==> src/rtl/tx_symbol_serializer_if.sv <==
// Stream bundle for the transmit symbol serializer.
// The upstream word handshake and the downstream symbol stream are grouped
// here so that the producer (master) and the serializer (slave) see
// complementary directions.
interface tx_symbol_serializer_if #(
  parameter int DATAW = 8,
  parameter int SYMW  = 2
);

  // Word side: upstream -> serializer
  logic [DATAW-1:0] in_data;
  logic             in_valid;
  logic             in_last;
  logic             in_ready;

  // Symbol side: serializer -> PHY-facing logic
  logic [SYMW-1:0]  sym_data;
  logic             sym_valid;
  logic             sym_last;

  // Status
  logic             busy;

  // Producer of words and consumer of symbols
  modport master (
    output in_data,
    output in_valid,
    output in_last,
    input  in_ready,
    input  sym_data,
    input  sym_valid,
    input  sym_last,
    input  busy
  );

  // The serializer itself
  modport slave (
    input  in_data,
    input  in_valid,
    input  in_last,
    output in_ready,
    output sym_data,
    output sym_valid,
    output sym_last,
    output busy
  );

endinterface

==> src/rtl/tx_symbol_serializer.sv <==
// Parallel-in, serial-out symbol serializer for the Ethernet transmit path.
// DATAW-bit words arrive over a valid/ready handshake and leave LSB-first as
// SYMW-bit symbols, one symbol per enable strobe. A one-word holding buffer
// in front of the shifter lets consecutive words stream without a gap.
// SYMW must divide DATAW (and therefore SYMW <= DATAW).
module tx_symbol_serializer #(
  parameter int DATAW = 8,
  parameter int SYMW  = 2
) (
  input  logic                         clk,
  input  logic                         reset,
  input  logic                         enable,
  tx_symbol_serializer_if.slave        bus
);

  // Symbols per word and width of the "symbols remaining" counter.
  localparam int RATIO = DATAW / SYMW;
  localparam int CNTW  = $clog2(RATIO + 1);

  localparam logic [CNTW-1:0]  CNT_ZERO  = {CNTW{1'b0}};
  localparam logic [CNTW-1:0]  CNT_ONE   = CNTW'(1);
  localparam logic [CNTW-1:0]  CNT_FULL  = CNTW'(RATIO);
  localparam logic [CNTW-1:0]  CNT_FIRST = CNTW'(RATIO - 1);
  localparam logic             RATIO_IS_ONE = (RATIO == 1);

  localparam logic [DATAW-1:0] DATA_ZERO = {DATAW{1'b0}};
  localparam logic [SYMW-1:0]  SYM_ZERO  = {SYMW{1'b0}};

  // ---------------------------------------------------------------------
  // State
  // ---------------------------------------------------------------------
  // Holding buffer: the word waiting behind the shifter.
  logic [DATAW-1:0] hold_data_r;
  logic             hold_last_r;
  logic             hold_valid_r;

  // Shifter: the word currently being emitted, already shifted so that the
  // next symbol to go out sits in the low SYMW bits.
  logic [DATAW-1:0] sh_data_r;
  logic             sh_last_r;
  logic [CNTW-1:0]  cnt_r;

  // Registered symbol outputs.
  logic [SYMW-1:0]  sym_data_r;
  logic             sym_valid_r;
  logic             sym_last_r;

  // ---------------------------------------------------------------------
  // Next-state signals
  // ---------------------------------------------------------------------
  logic [DATAW-1:0] hold_data_nx_s;
  logic             hold_last_nx_s;
  logic             hold_valid_nx_s;

  logic [DATAW-1:0] sh_data_nx_s;
  logic             sh_last_nx_s;
  logic [CNTW-1:0]  cnt_nx_s;

  logic [SYMW-1:0]  sym_data_nx_s;
  logic             sym_valid_nx_s;
  logic             sym_last_nx_s;

  // Handshake helpers
  logic             hold_drain_s;
  logic             in_ready_s;
  logic             accept_s;

  // The holding word leaves the buffer on an enable edge where the shifter
  // is on its last symbol (reload) or already empty (direct start). This is
  // what lets a new word be accepted on the same edge the old one drains,
  // which in turn keeps RATIO==1 running at one word per enable.
  always_comb begin
    hold_drain_s = enable && (cnt_r <= CNT_ONE) && hold_valid_r;
  end

  // Ready depends only on enable and registered state, never on in_valid,
  // so upstream may legally wait for ready before raising valid.
  always_comb begin
    in_ready_s = !reset && (!hold_valid_r || hold_drain_s);
    accept_s   = bus.in_valid && in_ready_s;
  end

  // Holding buffer next state: load on accept (which also covers a reload
  // on the edge the buffer drains), otherwise empty it when it drains.
  always_comb begin
    hold_data_nx_s  = hold_data_r;
    hold_last_nx_s  = hold_last_r;
    hold_valid_nx_s = hold_valid_r;
    if (accept_s) begin
      hold_data_nx_s  = bus.in_data;
      hold_last_nx_s  = bus.in_last;
      hold_valid_nx_s = 1'b1;
    end else if (hold_drain_s) begin
      hold_valid_nx_s = 1'b0;
    end else begin
      hold_valid_nx_s = hold_valid_r;
    end
  end

  // Shifter and symbol output next state. Everything here advances only on
  // enable; between strobes the current symbol is held on the outputs.
  always_comb begin
    sh_data_nx_s   = sh_data_r;
    sh_last_nx_s   = sh_last_r;
    cnt_nx_s       = cnt_r;
    sym_data_nx_s  = sym_data_r;
    sym_valid_nx_s = sym_valid_r;
    sym_last_nx_s  = sym_last_r;
    if (enable) begin
      case (cnt_r)
        CNT_ZERO: begin
          if (hold_valid_r) begin
            // Shifter empty: start the held word straight away, sending its
            // first symbol now and parking the rest in the shifter.
            sym_data_nx_s  = hold_data_r[SYMW-1:0];
            sym_valid_nx_s = 1'b1;
            sym_last_nx_s  = hold_last_r && RATIO_IS_ONE;
            sh_data_nx_s   = hold_data_r >> SYMW;
            sh_last_nx_s   = hold_last_r;
            cnt_nx_s       = CNT_FIRST;
          end else begin
            // Idle or underrun: drive a clean zero symbol with TX_EN low.
            sym_data_nx_s  = SYM_ZERO;
            sym_valid_nx_s = 1'b0;
            sym_last_nx_s  = 1'b0;
          end
        end
        CNT_ONE: begin
          // Final symbol of the current word; it carries the frame-end tag.
          sym_data_nx_s  = sh_data_r[SYMW-1:0];
          sym_valid_nx_s = 1'b1;
          sym_last_nx_s  = sh_last_r;
          if (hold_valid_r) begin
            // Reload from the buffer so the next word follows gaplessly.
            sh_data_nx_s = hold_data_r;
            sh_last_nx_s = hold_last_r;
            cnt_nx_s     = CNT_FULL;
          end else begin
            cnt_nx_s     = CNT_ZERO;
          end
        end
        default: begin
          // Mid-word: emit and shift the next symbol down into place.
          sym_data_nx_s  = sh_data_r[SYMW-1:0];
          sym_valid_nx_s = 1'b1;
          sym_last_nx_s  = 1'b0;
          sh_data_nx_s   = sh_data_r >> SYMW;
          cnt_nx_s       = cnt_r - CNT_ONE;
        end
      endcase
    end else begin
      sh_data_nx_s   = sh_data_r;
      sh_last_nx_s   = sh_last_r;
      cnt_nx_s       = cnt_r;
      sym_data_nx_s  = sym_data_r;
      sym_valid_nx_s = sym_valid_r;
      sym_last_nx_s  = sym_last_r;
    end
  end

  // State register with synchronous reset; a reset mid-word discards both
  // the buffer and the shifter so no partial symbol survives it.
  always_ff @(posedge clk) begin
    if (reset) begin
      hold_data_r  <= DATA_ZERO;
      hold_last_r  <= 1'b0;
      hold_valid_r <= 1'b0;
      sh_data_r    <= DATA_ZERO;
      sh_last_r    <= 1'b0;
      cnt_r        <= CNT_ZERO;
      sym_data_r   <= SYM_ZERO;
      sym_valid_r  <= 1'b0;
      sym_last_r   <= 1'b0;
    end else begin
      hold_data_r  <= hold_data_nx_s;
      hold_last_r  <= hold_last_nx_s;
      hold_valid_r <= hold_valid_nx_s;
      sh_data_r    <= sh_data_nx_s;
      sh_last_r    <= sh_last_nx_s;
      cnt_r        <= cnt_nx_s;
      sym_data_r   <= sym_data_nx_s;
      sym_valid_r  <= sym_valid_nx_s;
      sym_last_r   <= sym_last_nx_s;
    end
  end

  // Outputs: symbol stream straight from registers, busy from state only.
  assign bus.in_ready  = in_ready_s;
  assign bus.sym_data  = sym_data_r;
  assign bus.sym_valid = sym_valid_r;
  assign bus.sym_last  = sym_last_r;
  assign bus.busy      = hold_valid_r || (cnt_r != CNT_ZERO);

endmodule

==> src/flat_wrapper.sv <==
// flat-port wrapper written by rule: the top's interface ports become plain ports
module tx_symbol_serializer_flat 
#(
  parameter int DATAW = 8,
  parameter int SYMW  = 2
)
  (clk, reset, enable, bus_in_data, bus_in_valid, bus_in_last, bus_in_ready, bus_sym_data, bus_sym_valid, bus_sym_last, bus_busy);
  tx_symbol_serializer_if #(.DATAW(DATAW), .SYMW(SYMW)) bus_i ();
  input  logic clk;
  input  logic reset;
  input  logic enable;
  input wire logic [$bits(bus_i.in_data)-1:0] bus_in_data;
  input wire logic [$bits(bus_i.in_valid)-1:0] bus_in_valid;
  input wire logic [$bits(bus_i.in_last)-1:0] bus_in_last;
  output wire logic [$bits(bus_i.in_ready)-1:0] bus_in_ready;
  output wire logic [$bits(bus_i.sym_data)-1:0] bus_sym_data;
  output wire logic [$bits(bus_i.sym_valid)-1:0] bus_sym_valid;
  output wire logic [$bits(bus_i.sym_last)-1:0] bus_sym_last;
  output wire logic [$bits(bus_i.busy)-1:0] bus_busy;
  assign bus_i.in_data = bus_in_data;
  assign bus_i.in_valid = bus_in_valid;
  assign bus_i.in_last = bus_in_last;
  assign bus_in_ready = bus_i.in_ready;
  assign bus_sym_data = bus_i.sym_data;
  assign bus_sym_valid = bus_i.sym_valid;
  assign bus_sym_last = bus_i.sym_last;
  assign bus_busy = bus_i.busy;
  tx_symbol_serializer #(.DATAW(DATAW), .SYMW(SYMW)) u_core (.clk(clk), .reset(reset), .enable(enable), .bus(bus_i));
endmodule
==> config.mk <==
export PLATFORM = sky130hd
export DESIGN_NAME = tx_symbol_serializer_flat
export DESIGN_NICKNAME = d
export VERILOG_FILES = /design/src/rtl/tx_symbol_serializer_if.sv /design/src/rtl/tx_symbol_serializer.sv /design/src/flat_wrapper.sv
export SDC_FILE = /design/constraint.sdc
export NUM_CORES = 1
export LEC_CHECK = 0
export CORE_MARGIN = 2
export CORE_UTILIZATION = 48
export DETAILED_ROUTE_END_ITERATION = 10
export GPL_TIMING_DRIVEN = 0
export HOLD_SLACK_MARGIN = 0.06
export PLACE_DENSITY = 0.72
export SYNTH_ARGS = -nofsm -noshare
export SYNTH_HDL_FRONTEND = slang
export SYNTH_SLANG_ARGS = --single-unit
export TNS_END_PERCENT = 100
==> constraint.sdc <==
create_clock -name clk -period 3.3 [get_ports clk]
set_input_delay 0.99 -clock clk [delete_from_list [all_inputs] [get_ports clk]]
set_output_delay 0.99 -clock clk [all_outputs]
set_load 0.02 [all_outputs]
==> metrics.csv, run 1 <==
metric;value;unit
internal_power;513;µW
die_area;2980;µm²
slew_violations;0;
powerDensity;522;nW/µm²
start_util;50.1;%
dpl.hpwl;1850;µm
report.final.hold_viol_count;0;
vias;1062;
outcome;finished, final reports clean;
ir_worst_vdd;0.334;mV
grt_pass1_wl;4140;µm
drc;0;
power_frac_clock;21.1;%
worstSkewPairLatency;0.33;ns
finalSetupViolations;0;
period_share;94.7;%
cp_slowest_stage_delay;0.45;ns
synth.distinct_cells;27;
dr_wl_met2;1210;µm
rsz0062_at_grt;no;
yosysWarningCount;0;
slew_headroom;66.6;%
drtIter0Drc;41;
synthCells;142;
clock_sinks;26;
ant_nets;0;
worstPathRequired;2.31;ns
cts_tree;done;
route.met3.wl;126;µm
skew;0.00517;ns
gr-total-overflow;0;
clock_path_buffers;2;
grt_max_degree;15;
clockRootBuffer;clkbuf_4;
hold_buffers;0;
place_congestion;0.830;
portBuffers;17;
p_total;769;µW
path_cells;clkbuf_1 > buf_1 > a21oi_1 > dlygate4sd2_1;
worst_ep_arrival_time;2.14;ns
core_area;2450;µm²
cts_buffers;3;
criticalPathCategory;input pin to primary output;
boundaryPins;19;
synth_top_area_cell;dfxtp_1;
seq_area_frac_synth;42.4;%
cts.clk_slew.worst_paths;0.14;ns
die_w;54.6;µm
syn_area_per_cell;8.65;µm²
antenna_cells;0;
cp_slowest_cell;buf_1;
area_growth;19.9;%
cp-start-kind;input pin;
grt_antenna_before_repair;0;
timing.fmax;0.320;GHz
hold_class;flip-flop to flip-flop;
track_usage;19.6;%
cts_setup_buffers;0;
endpoint_kind;primary output;
syn_nets;158;
cap_violations;0;
period_needed;3.13;ns
htreeDepth;1;
drt_pass1_iterations;4;
worst_pin_slew;0.501;ns
die_h;54.6;µm
critPathMaxFanout;10;
fin_hold_ws;0.478;ns
vias_per_cell;5.50;
synth_area;1230;µm²
p_leak;0.597;nW
switching_share;33.3;%
fin_nets;180;
grt_pass1_vias;887;
ys_ff_latch;26;
detail_route.wl_per_cell;13.6;µm
num_rows;18;
switchingPower;256;µW
routed.top_layer;met4;
seq_power_share;47.9;%
drive_above_1_share;9.82;%
routed_wl;2620;µm
yosys.area.top_type_share;42.4;%
m1WireLength;1260;µm
cts_resized;4;
synthTopCellsByArea;dfxtp_1 (42%), nor2_1 (10%), mux2i_1 (8.1%);
combPwrFrac;31.0;%
==> metrics by stage <==
step	cell area [µm²]	utilization [%]	cells	worst slack, ns	setup TNS (ns)
6_report	1470	60.0	193	0.175	0
3_3_place_gp	1440	58.5	189	-0.444	-0.444
3_5_place_dp	1440	58.5	189	-0.471	-0.471
4_1_cts	1470	60.0	193	0.173	0
2_1_floorplan	1230	-	142	0.586	0
5_1_grt	1470	60.0	193	0.126	0
==> area by class of cell <==
type,count,area [µm²]
Buffer,9,52.6
Clock buffer,4,36.3
Fill cell,222,982
Inverter,4,15.0
Multi-Input combinational cell,103,641
Sequential cell,26,520
Tap cell,30,37.5
Timing Repair Buffer,17,170
==> cell usage in the layout, fill, tap and decap left out, drive strengths merged, types with 4 or more instances in the layout <==
cell type	instances
nand2	9
a21oi	7
nor3	8
buf	7
inv	4
a211oi	6
clkdlybuf4s50	15
nor2	34
dfxtp	26
mux2i	10
clkbuf	6
a22oi	7
==> power groups by stage <==
stage | logic, mW | clock network, mW | registers [mW]
after CTS | 0.238 | 0.164 | 0.368
after floorplan | 0.169 | 0 | 0.373
after global routing | 0.264 | 0.176 | 0.372
after global placement | 0.232 | 0 | 0.373
final | 0.238 | 0.163 | 0.369
after detailed placement | 0.237 | 0 | 0.375
==> state kept, by name, summed over array words and instances (netlist names) <==
signal	flops
u_core.hold_data_r	8
u_core.sh_data_r	8
u_core.cnt_r	3
u_core.bus.sym_data	2
u_core.bus.sym_last	1
u_core.bus.sym_valid	1
u_core.hold_last_r	1
u_core.hold_valid_r	1
u_core.sh_last_r	1
==> synth_stat cells <==
cell type   n
inv_1       4
nor3_1      8
buf_1       1
a211oi_1    6
buf_2       3
o21bai_2    1
clkbuf_1    2
a21oi_1     7
a311oi_1    3
a22o_1      1
mux2i_1    10
nor2_1     34
o31ai_4     1
a22oi_1     7
ha_1        3
nor2b_4     1
o21ai_0     1
dfxtp_1    26
o31a_2      1
buf_6       1
nand3_1     3
buf_4       2
nor2b_1     1
o221ai_2    1
nand2b_1    3
nand2_1     9
nand4b_1    2
==> worst max-delay path, delay by kind of cell <==
family,cells,cell delay [ns]
AO/OA/AOI/OAI,1,0.07
buffers and inverters,3,1.08
==> per-layer routing <==
layer | up-vias | global-route usage [%]
met2 | 26 | 30.8
met4 | 0 | 3.75
met5 | - | 0
li1 | 541 | -
met1 | 491 | 26.6
met3 | 4 | 5.74
==> worst paths after layout <==
path	from	endpoint	slack (ns)	cells after the start
worst max-delay path	reset	bus_in_ready	0.17	4
worst min register to register	u_core.bus.sym_last$_SDFFE_PP0P_	u_core.bus.sym_last$_SDFFE_PP0P_	0.48	2
worst max register to register	u_core.cnt_r[0]$_SDFFE_PP0P_	u_core.sh_data_r[6]$_SDFFE_PP0P_	1.58	5
worst min-delay path	u_core.bus.sym_last$_SDFFE_PP0P_	u_core.bus.sym_last$_SDFFE_PP0P_	0.48	2
==> cell families (layout without fill, tap and decap cells) <==
| kind of cell | Yosys count | count (layout) | share of synthesized area, % |
|---|---|---|---|
| simple gates | 61 | 61 | 22.2 |
| flops | 26 | 26 | 42.4 |
| compound gates | 29 | 29 | 18.7 |
| buf+inv | 13 | 34 | 5.50 |
| fa+ha+maj | 3 | 3 | 3.06 |
| mux | 10 | 10 | 8.15 |
No activity file was read; power rests on OpenSTA's default activity.
==> inputs of run 2 (changes only) <==
--- a/config.mk
+++ b/config.mk
@@ -11,6 +11,7 @@
 export GPL_TIMING_DRIVEN = 0
 export HOLD_SLACK_MARGIN = 0.06
 export PLACE_DENSITY = 0.72
+export SLEW_MARGIN = 10
 export SYNTH_ARGS = -nofsm -noshare
 export SYNTH_HDL_FRONTEND = slang
 export SYNTH_SLANG_ARGS = --single-unit
==> results of run 2 <==
No change in the layout: final DEF, timing and power equal those of run 1.
==> inputs of run 3 (changes only) <==
--- a/config.mk
+++ b/config.mk
@@ -5,6 +5,7 @@
 export SDC_FILE = /design/constraint.sdc
 export NUM_CORES = 1
 export LEC_CHECK = 0
+export ABC_AREA = 1
 export CORE_MARGIN = 2
 export CORE_UTILIZATION = 48
 export DETAILED_ROUTE_END_ITERATION = 10
==> run 3 against run 2 <==
  * Clock skew fell by 0.0030 ns
  * Routed wire length rose by 1.6%
  * Non-clock buffer count fell by 2
  * Critical path type unchanged
  * Largest cell class unchanged
==> metrics.csv, run 3 <==
metric;value;unit;change
vias;1195;;was 1062
syn_area_per_cell;6.77;µm²;was 8.65 µm²
clockRootBuffer;clkbuf_4;;unchanged
grt_max_degree;15;;unchanged
criticalPathCategory;input pin to primary output;;unchanged
synthArstFlopShare;0;%;unchanged
report.final.hold_viol_count;0;;unchanged
synthTopCellsByArea;dfxtp_1 (41%), nand2_1 (16%), nor2_1 (8.2%);;was dfxtp_1 (42%), nor2_1 (10%), mux2i_1 (8.1%)
clock_sinks;26;;unchanged
grt_antenna_before_repair;0;;unchanged
synth_ff_type;dfxtp_1;;unchanged
rsz0062_at_grt;no;;unchanged
period_needed;3.21;ns;was 3.13 ns
finalSetupViolations;0;;unchanged
worstSkewPairLatency;0.32;ns;was 0.33 ns
synth_common_cells;nand2_1 (56), nor2_1 (28), dfxtp_1 (26), inv_1 (18);;was nor2_1 (34), dfxtp_1 (26), mux2i_1 (10), nand2_1 (9), nor3_1 (8)
cts_resized;0;;was 4
worst_pin_slew;0.467;ns;was 0.501 ns
seq_area_frac_synth;40.7;%;was 42.4%
hold_class;flip-flop to flip-flop;;unchanged
final_cell_mix;nand2_1 (56), nor2_1 (28), dfxtp_1 (26);;was nor2_1 (34), dfxtp_1 (26), clkdlybuf4s50_1 (15)
detail_route.wl_per_cell;11.1;µm;was 13.6 µm
drt_pass1_iterations;4;;unchanged
cap_violations;0;;unchanged
drc;0;;unchanged
critPathMaxFanout;10;;unchanged
portBuffers;16;;was 17
place_area;1480;µm²;was 1440 µm²
routed_wl;2660;µm;was 2620 µm
die_h;55.6;µm;was 54.6 µm
vias_per_cell;5.00;;was 5.50
place_congestion;0.824;;was 0.830
clock_path_buffers;2;;unchanged
die_area;3090;µm²;was 2980 µm²
hold_buffers;0;;unchanged
start_util;51.2;%;was 50.1%
synth.most_common_cell;nand2_1;;was nor2_1
syn_nets;205;;was 158
p_leak;0.691;nW;was 0.597 nW
ir_worst_vdd;0.344;mV;was 0.334 mV
yosys.area.top_type_share;40.7;%;was 42.4%
boundaryPins;19;;unchanged
timing.fmax;0.311;GHz;was 0.320 GHz
synth_area;1280;µm²;was 1230 µm²
reg.largest.list;u_core.hold_data_r: 8 flops, u_core.sh_data_r: 8 flops, u_core.cnt_r: 3 flops;;unchanged
yosysWarningCount;0;;unchanged
area_growth;18.3;%;was 19.9%
post-route-cell-area;1510;µm²;was 1470 µm²
outcome;finished, final reports clean;;unchanged
synth-edff-count;0;;unchanged
ant_nets;0;;unchanged
setup_tns;0;ns;unchanged
core_area;2500;µm²;was 2450 µm²
slew_headroom;68.9;%;was 66.6%
grt_pass1_vias;1068;;was 887
antenna_cells;0;;unchanged
layout_commonest_cell;nand2_1;;was nor2_1
synth_top_area_cell;dfxtp_1;;unchanged
period_share;97.4;%;was 94.7%
cp-start-kind;input pin;;unchanged
cts_tree;done;;unchanged
grt_pass1_wl;4570;µm;was 4140 µm
cts_setup_buffers;0;;unchanged
fin_nets;226;;was 180
gr-total-overflow;0;;unchanged
worstPathRequired;2.31;ns;about the same
synth.distinct_cells;26;;was 27
worst_ep_arrival_time;2.22;ns;was 2.14 ns
track_usage;18.1;%;was 19.6%
htreeDepth;1;;unchanged
powerDensity;512;nW/µm²;was 522 nW/µm²
endpoint_kind;primary output;;unchanged
cts.clk_slew.worst_paths;0.14;ns;about the same
slew_violations;0;;unchanged
drive_above_1_share;9.57;%;was 9.82%
ys_ff_latch;26;;unchanged
fillCellCount;238;;was 222
cts_buffers;3;;unchanged
post-route-util;60.5;%;was 60.0%
dpl.hpwl;2090;µm;was 1850 µm
num_rows;18;;unchanged
synthCells;189;;was 142
drtIter0Drc;34;;was 41
skew;0.00222;ns;was 0.00517 ns
die_w;55.6;µm;was 54.6 µm
run 3: cell type report:
type,count,area [µm²],area share [%]
repair buffers,16,160,10.6
clock buffers,4,36.3,2.40
well taps,30,37.5,2.48
plain buffers,8,46.3,3.06
multi-input cells,134,633,41.9
flip-flops and latches,26,520,34.4
inverters,21,78.8,5.21
run 3: report_power, final:
part           switching, mW  internal (mW)
Combinational          0.145         0.0944
Sequential            0.0227          0.352
Clock                 0.0937         0.0674
Total                  0.261          0.514
run 3: stage by stage:
stage,power (mW),hold WS [ns],setup WS [ns],cells
2_1_floorplan,0.550,0.430,0.614,189
3_3_place_gp,0.613,0.448,0.0971,235
3_5_place_dp,0.620,0.457,0.0929,235
4_1_cts,0.780,0.478,0.0817,239
5_1_grt,0.829,0.493,0.0225,239
6_report,0.774,0.472,0.0861,239
run 3: per-layer routing:
metal | up-vias | share of wire (%) | GRT usage (%) | wire length, µm
met4 | 0 | 1.2 | 5.92 | 31
li1 | 635 | - | - | -
met2 | 28 | 45 | 30.3 | 1200
met1 | 528 | 49 | 23.4 | 1310
met5 | - | 0 | 0 | 0
met3 | 4 | 4.8 | 3.72 | 128
run 3: cell families (layout without fill, tap and decap cells):
logic type	after synthesis	in the layout	synth area share (%)
buf+inv	29	49	9.78
simple gates	103	103	34.1
flops	26	26	40.7
fa+ha+maj	3	3	2.94
xor+xnor	1	1	0.685
compound gates	27	27	11.8
run 3: path summary, 6_finish.rpt:
| check | cells past startpoint | start | slack (ns) | end |
|---|---|---|---|---|
| max reg2reg | 9 | u_core.cnt_r[0]$_SDFFE_PP0P_ | 1.77 | u_core.cnt_r[2]$_SDFFE_PP0P_ |
| max | 4 | reset | 0.09 | bus_in_ready |
| min reg2reg | 2 | u_core.hold_last_r$_SDFFE_PP0P_ | 0.47 | u_core.sh_last_r$_SDFFE_PP0P_ |
| min | 2 | u_core.hold_last_r$_SDFFE_PP0P_ | 0.47 | u_core.sh_last_r$_SDFFE_PP0P_ |
run 3: critical path, stage by stage:
cell             delay, ns
buf_2                 0.18
clkbuf_1              0.40
a21oi_1               0.08
clkdlybuf4s50_1       0.57
